==> src/rtl/matmul_host_loader.sv <==
// matmul_host_loader: host-side driver for the external port of the 4x4 matmul
// BRAMs. It streams 4 rows of A and 4 rows of B in, pulses start, waits for done,
// streams the 4 rows of C back out, then pulses clear_done.
// Optional build macro MATMUL_HOST_CHECKSUM_EN adds a 32-bit running checksum
// output covering every C row handed downstream.
module matmul_host_loader #(
  parameter int DWIDTH       = 8,
  parameter int AWIDTH       = 11,
  parameter int MAT_MUL_SIZE = 4,
  parameter int MASK_WIDTH   = 4
) (
  input  logic                           clk,
  input  logic                           resetn,
  input  logic                           go,
  input  logic [AWIDTH-1:0]              base_a,
  input  logic [AWIDTH-1:0]              base_b,
  input  logic [AWIDTH-1:0]              base_c,
  input  logic [7:0]                     stride_a,
  input  logic [7:0]                     stride_b,
  input  logic [7:0]                     stride_c,
  input  logic [MAT_MUL_SIZE*DWIDTH-1:0] in_data,
  input  logic                           in_valid,
  output logic                           in_ready,
  output logic [MAT_MUL_SIZE*DWIDTH-1:0] out_data,
  output logic                           out_valid,
  input  logic                           out_ready,
  output logic [AWIDTH-1:0]              bram_addr_a_ext,
  output logic [AWIDTH-1:0]              bram_addr_b_ext,
  output logic [AWIDTH-1:0]              bram_addr_c_ext,
  output logic [MAT_MUL_SIZE*DWIDTH-1:0] bram_wdata_a_ext,
  output logic [MAT_MUL_SIZE*DWIDTH-1:0] bram_wdata_b_ext,
  output logic [MASK_WIDTH-1:0]          bram_we_a_ext,
  output logic [MASK_WIDTH-1:0]          bram_we_b_ext,
  output logic [MAT_MUL_SIZE*DWIDTH-1:0] bram_wdata_c_ext,
  output logic [MASK_WIDTH-1:0]          bram_we_c_ext,
  input  logic [MAT_MUL_SIZE*DWIDTH-1:0] bram_rdata_c_ext,
  output logic                           start_reg,
  output logic                           clear_done_reg,
  input  logic                           done_in,
  output logic                           busy
`ifdef MATMUL_HOST_CHECKSUM_EN
  ,
  output logic [31:0]                    checksum
`endif
);

  localparam int RW = MAT_MUL_SIZE * DWIDTH;
  localparam int CW = $clog2(MAT_MUL_SIZE + 1);
  localparam logic [CW-1:0] LAST_ROW = CW'(MAT_MUL_SIZE - 1);
  localparam logic [CW-1:0] NUM_ROWS = CW'(MAT_MUL_SIZE);

  typedef enum logic [2:0] {
    IDLE, LOAD_A, LOAD_B, START, WAIT_DONE, READ_C, CLEAR
  } state_t;

  state_t            state_reg;
  logic [AWIDTH-1:0] addr_reg;      // running row address for the active matrix
  logic [CW-1:0]     row_reg;       // rows written (load) or reads issued (unload)
  logic [CW-1:0]     pop_reg;       // C rows handed downstream
  logic              inflight_reg;  // a C read was issued last cycle
  logic [RW-1:0]     fifo_mem [2];
  logic              wr_ptr_reg;
  logic              rd_ptr_reg;
  logic [1:0]        count_reg;

  logic          handshake;
  logic          last_row;
  logic          issue;
  logic          push;
  logic          pop;
  logic [1:0]    occupancy;

  // Writes are gated by resetn so an abort never lands a stray row in BRAM.
  assign handshake = in_valid & in_ready & resetn;
  assign last_row  = (row_reg == LAST_ROW);

  // Reads in flight count against FIFO space so out_ready=0 can never overflow it.
  assign occupancy = count_reg + {1'b0, inflight_reg};
  assign issue     = (state_reg == READ_C) && (row_reg < NUM_ROWS) && (occupancy < 2'd2);
  assign push      = inflight_reg;
  assign out_valid = (count_reg != 2'd0);
  assign pop       = out_valid & out_ready;
  assign out_data  = out_valid ? fifo_mem[rd_ptr_reg] : '0;

  assign bram_we_a_ext    = (state_reg == LOAD_A && handshake) ? '1 : '0;
  assign bram_we_b_ext    = (state_reg == LOAD_B && handshake) ? '1 : '0;
  assign bram_wdata_a_ext = (state_reg == LOAD_A && handshake) ? in_data : '0;
  assign bram_wdata_b_ext = (state_reg == LOAD_B && handshake) ? in_data : '0;
  assign bram_addr_a_ext  = (state_reg == LOAD_A) ? addr_reg : '0;
  assign bram_addr_b_ext  = (state_reg == LOAD_B) ? addr_reg : '0;
  assign bram_addr_c_ext  = (state_reg == READ_C) ? addr_reg : '0;
  assign bram_wdata_c_ext = '0;
  assign bram_we_c_ext    = '0;

  // Job sequencer: load A, load B, start, wait, unload C, clear.
  always_ff @(posedge clk) begin
    if (!resetn) begin
      state_reg      <= IDLE;
      addr_reg       <= '0;
      row_reg        <= '0;
      pop_reg        <= '0;
      in_ready       <= 1'b0;
      start_reg      <= 1'b0;
      clear_done_reg <= 1'b0;
      busy           <= 1'b0;
    end else begin
      start_reg      <= 1'b0;
      clear_done_reg <= 1'b0;
      case (state_reg)
        IDLE: begin
          if (go) begin
            state_reg <= LOAD_A;
            addr_reg  <= base_a;
            row_reg   <= '0;
            pop_reg   <= '0;
            in_ready  <= 1'b1;
            busy      <= 1'b1;
          end
        end
        LOAD_A: begin
          if (handshake) begin
            if (last_row) begin
              state_reg <= LOAD_B;
              addr_reg  <= base_b;
              row_reg   <= '0;
            end else begin
              addr_reg <= addr_reg + AWIDTH'(stride_a);
              row_reg  <= row_reg + 1'b1;
            end
          end
        end
        LOAD_B: begin
          if (handshake) begin
            if (last_row) begin
              state_reg <= START;
              row_reg   <= '0;
              in_ready  <= 1'b0;
              start_reg <= 1'b1;
            end else begin
              addr_reg <= addr_reg + AWIDTH'(stride_b);
              row_reg  <= row_reg + 1'b1;
            end
          end
        end
        START: begin
          state_reg <= WAIT_DONE;
        end
        WAIT_DONE: begin
          // A done level that is already high here can only belong to this job.
          if (done_in) begin
            state_reg <= READ_C;
            addr_reg  <= base_c;
            row_reg   <= '0;
            pop_reg   <= '0;
          end
        end
        READ_C: begin
          if (issue) begin
            addr_reg <= addr_reg + AWIDTH'(stride_c);
            row_reg  <= row_reg + 1'b1;
          end
          if (pop) begin
            pop_reg <= pop_reg + 1'b1;
            if (pop_reg == LAST_ROW) begin
              state_reg      <= CLEAR;
              clear_done_reg <= 1'b1;
            end
          end
        end
        CLEAR: begin
          state_reg <= IDLE;
          busy      <= 1'b0;
        end
        default: begin
          state_reg <= IDLE;
        end
      endcase
    end
  end

  // Track the read issued last cycle and the FIFO pointers/occupancy.
  always_ff @(posedge clk) begin
    if (!resetn) begin
      inflight_reg <= 1'b0;
      wr_ptr_reg   <= 1'b0;
      rd_ptr_reg   <= 1'b0;
      count_reg    <= 2'd0;
    end else begin
      inflight_reg <= issue;
      if (push) wr_ptr_reg <= ~wr_ptr_reg;
      if (pop)  rd_ptr_reg <= ~rd_ptr_reg;
      case ({push, pop})
        2'b10:   count_reg <= count_reg + 2'd1;
        2'b01:   count_reg <= count_reg - 2'd1;
        default: count_reg <= count_reg;
      endcase
    end
  end

  genvar gi;
  generate
    for (gi = 0; gi < 2; gi++) begin : g_fifo
      // Capture C read data into this FIFO slot when the write pointer selects it.
      always_ff @(posedge clk) begin
        if (!resetn) begin
          fifo_mem[gi] <= '0;
        end else if (push && (wr_ptr_reg == 1'(gi))) begin
          fifo_mem[gi] <= bram_rdata_c_ext;
        end
      end
    end
  endgenerate

`ifdef MATMUL_HOST_CHECKSUM_EN
  // Running wrap-around sum of delivered C rows; restarts when a job is accepted.
  always_ff @(posedge clk) begin
    if (!resetn) begin
      checksum <= '0;
    end else if (state_reg == IDLE && go) begin
      checksum <= '0;
    end else if (pop) begin
      checksum <= checksum + 32'(out_data);
    end
  end
`endif

endmodule
==> config.mk <==
export PLATFORM = sky130hd
export DESIGN_NAME = matmul_host_loader
export DESIGN_NICKNAME = d
export VERILOG_FILES = /design/src/rtl/matmul_host_loader.sv
export SDC_FILE = /design/constraint.sdc
export NUM_CORES = 1
export LEC_CHECK = 0
export CAP_MARGIN = 10
export CELL_PAD_IN_SITES_DETAIL_PLACEMENT = 1
export CELL_PAD_IN_SITES_GLOBAL_PLACEMENT = 1
export CORE_UTILIZATION = 30
export CTS_CLUSTER_SIZE = 14
export DETAILED_ROUTE_END_ITERATION = 16
export GPL_ROUTABILITY_DRIVEN = 0
export PLACE_DENSITY_LB_ADDON = 0.25
export SKIP_LAST_GASP = 1
export SLEW_MARGIN = 0
export SYNTH_ARGS = -nofsm -noshare
export SYNTH_HDL_FRONTEND = slang
export SYNTH_SLANG_ARGS = --single-unit
==> constraint.sdc <==
create_clock -name clk -period 3.8 [get_ports clk]
set_input_delay 1.14 -clock clk [delete_from_list [all_inputs] [get_ports clk]]
set_output_delay 1.14 -clock clk [all_outputs]
set_load 0.02 [all_outputs]
=== Word level (Yosys, flattened, before mapping) ===
Memories as Yosys holds them, arrays and structs flattened. A register that Yosys moved wholly into a read port is not among the register bits.
Index checks and enable logic that the tools add are counted.

* Flip-flop bits (word level): 29
* Output and inout port bits: 178
* Input port bits: 127
* Memory bits (writable): 64
* Memories: 1

* Eq/ne operators: 21
* Add/subtract/negate cells: 8
* Mux-type cells: 52
* Magnitude comparators: 2
* Reduce and logical (&&, ||, !) cells: 23
* Bitwise gates (word level): 7

{| class="wikitable"
|+ Memories
! memory !! depth !! bits a word !! rd ports !! clocked after Yosys merged registers in !! wr ports !! RTL line !! text
|-
| fifo_mem || 2 || 32 || 1 || 1 || 2 || 61 || <nowiki>logic [RW-1:0] fifo_mem [2];</nowiki>
|}

{| class="wikitable"
|+ Operators by type and width
! kind !! count
|-
| 32-bit 2-to-1 mux || 5
|-
| 11-bit 2-to-1 mux || 10
|-
| 11-bit one-hot mux with 5 select lines || 1
|-
| 3-bit 2-to-1 mux || 14
|-
| 11-bit by 8-bit adder with 11-bit output || 3
|-
| 2-bit inequality test (second input constant) || 9
|-
| 3-bit one-hot mux with 6 select lines || 1
|-
| 1-bit 2-to-1 mux || 14
|-
| 3-bit by 2-bit == test with 1-bit output (second input constant) || 4
|-
| 3-bit one-hot mux with 4 select lines || 1
|-
| 3-bit == test (second input constant) || 3
|-
| 3-bit one-hot mux with 3 select lines || 1
|-
| 4-bit 2-to-1 mux || 2
|-
| 4-bit AND reduction || 2
|-
| 8-bit AND reduction || 1
|-
| 2-bit nonzero test || 4
|-
| 7-bit AND reduction || 1
|-
| 3-bit by 1-bit adder with 3-bit output (second input constant) || 2
|-
| 1-bit logical AND || 6
|-
| 3-bit AND reduction || 2
|-
| 5-bit AND reduction || 1
|-
| 5-bit nonzero test || 1
|-
| 2-bit by 1-bit inequality test with 1-bit output (second input constant) || 2
|-
| 1-bit one-hot mux with 2 select lines || 2
|-
| 17 further kinds || 21
|}

=== Longest topological paths before layout ===
* Word-level depth: 6
* Gate-level depth with buffers: 14
* Depth with buffers taken out: 11

=== Least setup slack after synthesis ===
No wires, ideal clock.

* Path kind: input to output
* Start: input port in_valid
* End: output port bram_wdata_a_ext[22]
* Slack: 0.206 ns
* Data arrival time: 2.454 ns
* Stages on the path: 4
* Data required time: 2.660 ns
* Path through: nand3_1 nor4_1 clkbuf_1 and2_1

* Longest elaborated chain between the ends: 4

{| class="wikitable"
|+ Ends and longest elaborated chain
! item !! RTL line !! text
|-
| start: declaration || 22 || <nowiki>input logic in_valid,</nowiki>
|-
| 1-bit bitwise AND (2 in series) || 74 || <nowiki>assign handshake = in_valid & in_ready & resetn;</nowiki>
|-
| 1-bit logical AND || 87 || <nowiki>assign bram_wdata_a_ext = (state_reg == LOAD_A && handshake) ? in_data : '0;</nowiki>
|-
| 32-bit 2-to-1 mux || 87 ||
|-
| end: declaration || 30 || <nowiki>output logic [MAT_MUL_SIZE*DWIDTH-1:0] bram_wdata_a_ext,</nowiki>
|}

Every way passes these cells.

=== Final worst setup path ===
* Start: input port in_valid
* End: output port bram_we_a_ext[2]

* Longest elaborated chain between the ends: 4

{| class="wikitable"
|+ Ends and longest elaborated chain
! item !! RTL line !! text
|-
| 1-bit bitwise AND (2 in series) || 74 ||
|-
| 1-bit logical AND || 85 || <nowiki>assign bram_we_a_ext = (state_reg == LOAD_A && handshake) ? '1 : '0;</nowiki>
|-
| 4-bit 2-to-1 mux || 85 ||
|-
| end: declaration || 32 || <nowiki>output logic [MASK_WIDTH-1:0] bram_we_a_ext,</nowiki>
|}

Every way passes these cells.

==> results.cfg <==
[synth]
ys_types = 69
synth_area_um2 = 6540
synth_edf_count = 64
synth_area_leaders = edfxtp_1 (29%), and2_1 (14%), dfxtp_1 (9.2%)
synth-seq-cells = 94
synth-warning-count = 0
synth-async-reset-ratio_pct = 0
synth-main-ff-cell = edfxtp_1
avgSynthCellArea_um2 = 9.16
synth_top_area_share_pct = 29.4
synth_top_cell_by_area = edfxtp_1
yosysMostFrequentCell = and2_1
synthTopCellsByCount = and2_1 (145), nor2_1 (67), edfxtp_1 (64)
synth-seq-area-share_pct = 38.6
syn_inst = 714

[power]
ir_worst_vdd_mv = 0.191
p_clk_share_pct = 24.6
p_leak_uw = 0.00405
seqPwrFrac_pct = 35.5
power_density_nw_per_um2 = 380
internal_power_uw = 2340
p_switching_uw = 1320
p_comb_share_pct = 39.9
sw_frac_of_total_pct = 36.1

[routing]
wl_per_cell_um = 19.2
drc_errors = 0
routed_wirelength_um = 24200
ant_nets = 0
vias_per_cell = 4.87
first_pass_iters = 4
vias = 6142
drt_iter0_drc = 140

[cts]
cts_buffers = 9
cts_max_path_buffers = 2
path_clk_slew_ns = 0.06
cts_root_buf = clkbuf_16
htree_levels = 3
cts_sinks = 94
clk_latency_ns = 0.35
ctsHoldBuffers = 0
cts_tree = done

[timing]
period_share_pct = 96.1
rsz0062_at_grt = no
finClkSkew_ns = 0.00701
fmax_mhz = 274
holdWs_ns = 0.456
tightestPinTransition_ns = 1.13
hold_violations = 0
relSlewSlack_pct = 24.6
fin_ws_ns = 0.149
period_minus_slack_ns = 3.65
setup_viol = 0
maxSlewViolCount = 0

[floorplan]
die_h_um = 150
die_w_um = 150
start_util_pct = 30.8
die_area_um2 = 22400
num_rows = 53
ios = 305
coreArea_um2 = 21200

[finish]
largest_reg_flops = 64
final_nets = 1131
seqCellArea_um2 = 2520
fill_cells = 2506
areaGrowthSynthToFinish_pct = 47.4
final_area_um2 = 9640
final_core_util_pct = 45.4
drive_above_1_share_pct = 11.2
multi_input_area_um2 = 3650

[flow_run]
drv_cap = 0

[setup_path]
crit_type = in2out
worstPathRequired_ns = 2.66
crit_slowest_cell = dlygate4sd2_1
path_cells = dlygate4sd2_1, nand3_2, nor4_4, buf_4, buf_6, dlygate4sd2_1
rrSetupSlack_ns = 0.48
slowest_delay_ns = 0.35
crit_path_end_kind = primary output
critPathMaxFanout = 18
crit_path_start_kind = input port
crit_top_cell = dlygate4sd2_1
arrival_ns = 2.51

[placed_design]
placed_area_um2 = 9500
portBuffers = 268
hpwl_um = 18800
pre_cts_ws_ns = -0.490

[worst_hold_path]
min_path_type = reg2reg

[grt]
antenna_found_initial = 1
grt_max_degree = 36
grtUsageTotal_pct = 21.6
grt_first_pass_wirelength_um = 36300
globalRoute.totalOverflow = 0
grt_pass1_vias = 6460

[status]
status = finished clean
==> critical path, delay by kind of cell <==
kind,cells,cell delay [ns]
buffers and inverters,4,0.92
AND/OR/NAND/NOR,2,0.45
==> power groups by stage <==
| stage | clock, uW | sequential [uW] | combinational [uW] |
|---|---|---|---|
| 4_1_cts | 928 | 1300 | 1470 |
| 2_1_floorplan | 0 | 1270 | 959 |
| 3_5_place_dp | 0 | 1320 | 1460 |
| 5_1_grt | 974 | 1320 | 1610 |
| 3_3_place_gp | 0 | 1320 | 1440 |
| 6_report | 900 | 1300 | 1460 |
==> metrics by stage <==
step	setup TNS [ns]	std cells	total power, uW
after detailed placement	-25.40	1239	2780
after CTS	-0.0121	1260	3700
final	0	1261	3660
after floorplan	0	749	2230
after global placement	-25.04	1239	2760
after global routing	0	1261	3900
==> layout by cell type (no fill, tap or decap), types with 3 or more instances in the layout <==
cell | netlist | routed
a211oi_1 | 9 | 9
a21o_1 | 6 | 6
a21oi_1 | 31 | 31
a2bb2oi_1 | 6 | 6
a31oi_1 | 3 | 3
and2_1 | 145 | 145
and3_1 | 23 | 23
buf_12 | 0 | 3
buf_2 | 3 | 31
buf_4 | 45 | 31
clkbuf_16 | 0 | 9
clkdlybuf4s50_1 | 0 | 194
clkinv_2 | 0 | 3
conb_1 | 1 | 36
dfxtp_1 | 30 | 29
dlygate4sd2_1 | 0 | 42
edfxtp_1 | 64 | 64
ha_1 | 22 | 22
inv_1 | 9 | 9
inv_2 | 3 | 3
mux2_2 | 3 | 3
mux2i_1 | 37 | 37
nand2_1 | 48 | 48
nand3_1 | 6 | 5
nand3b_1 | 3 | 3
nor2_1 | 67 | 66
nor2_2 | 3 | 4
nor2b_1 | 3 | 3
nor3_1 | 5 | 4
o211ai_1 | 7 | 7
o21ai_0 | 26 | 25
o221ai_1 | 3 | 3
o22ai_1 | 3 | 3
or3_1 | 6 | 6
xnor2_1 | 8 | 8
xor2_1 | 9 | 9
==> worst paths after layout <==
| kind | startpoint | end | cells past startpoint |
|---|---|---|---|
| worst max-delay path | in_valid | bram_we_a_ext[2] | 6 |
| worst min-delay path | pop_reg[2] | pop_reg[2] | 2 |
| worst max register to register | state_reg[2] | addr_reg[8] | 12 |
| worst min register to register | pop_reg[2] | pop_reg[2] | 2 |
==> layer usage <==
| layer | GRT usage (%) | wire, um | vias to the layer above |
|---|---|---|---|
| li1 | - | - | 2949 |
| met1 | 25.1 | 9720 | 2955 |
| met2 | 38.8 | 12200 | 210 |
| met3 | 5.52 | 1670 | 28 |
| met4 | 6.36 | 583 | 0 |
| met5 | 0 | 0 | - |
==> repair_timing <==
| action | in CTS | in global routing |
|---|---|---|
| buffers inserted | 4 | 0 |
| cloned | 1 | 0 |
| setup endpoints to repair | 72 | 5 |
| pin swaps | 2 | 0 |
| resized for setup | 177 | 1 |
==> kinds of logic after synthesis <==
group | count (synthesis) | synth area share, %
and+or+nand+nor | 325 | 27.1
AOI/OAI and AO/OA | 116 | 12.1
buffers and inverters | 95 | 8.21
DFF | 94 | 38.6
muxes | 42 | 6.87
adders and majority gates | 24 | 4.82
xor gates and xnor gates | 17 | 2.28
other | 1 | 0.0573
==> final cells by class <==
cell class	instances	share of cell area [%]
Antenna cell	1	0.0260
Clock buffer	10	2.37
Clock inverter	6	0.649
Inverter	12	0.467
Multi-Input combinational cell	560	37.9
Sequential cell	94	26.2
Tap cell	275	3.57
Timing Repair Buffer	303	28.9
Power figures use the tool's default switching activity.
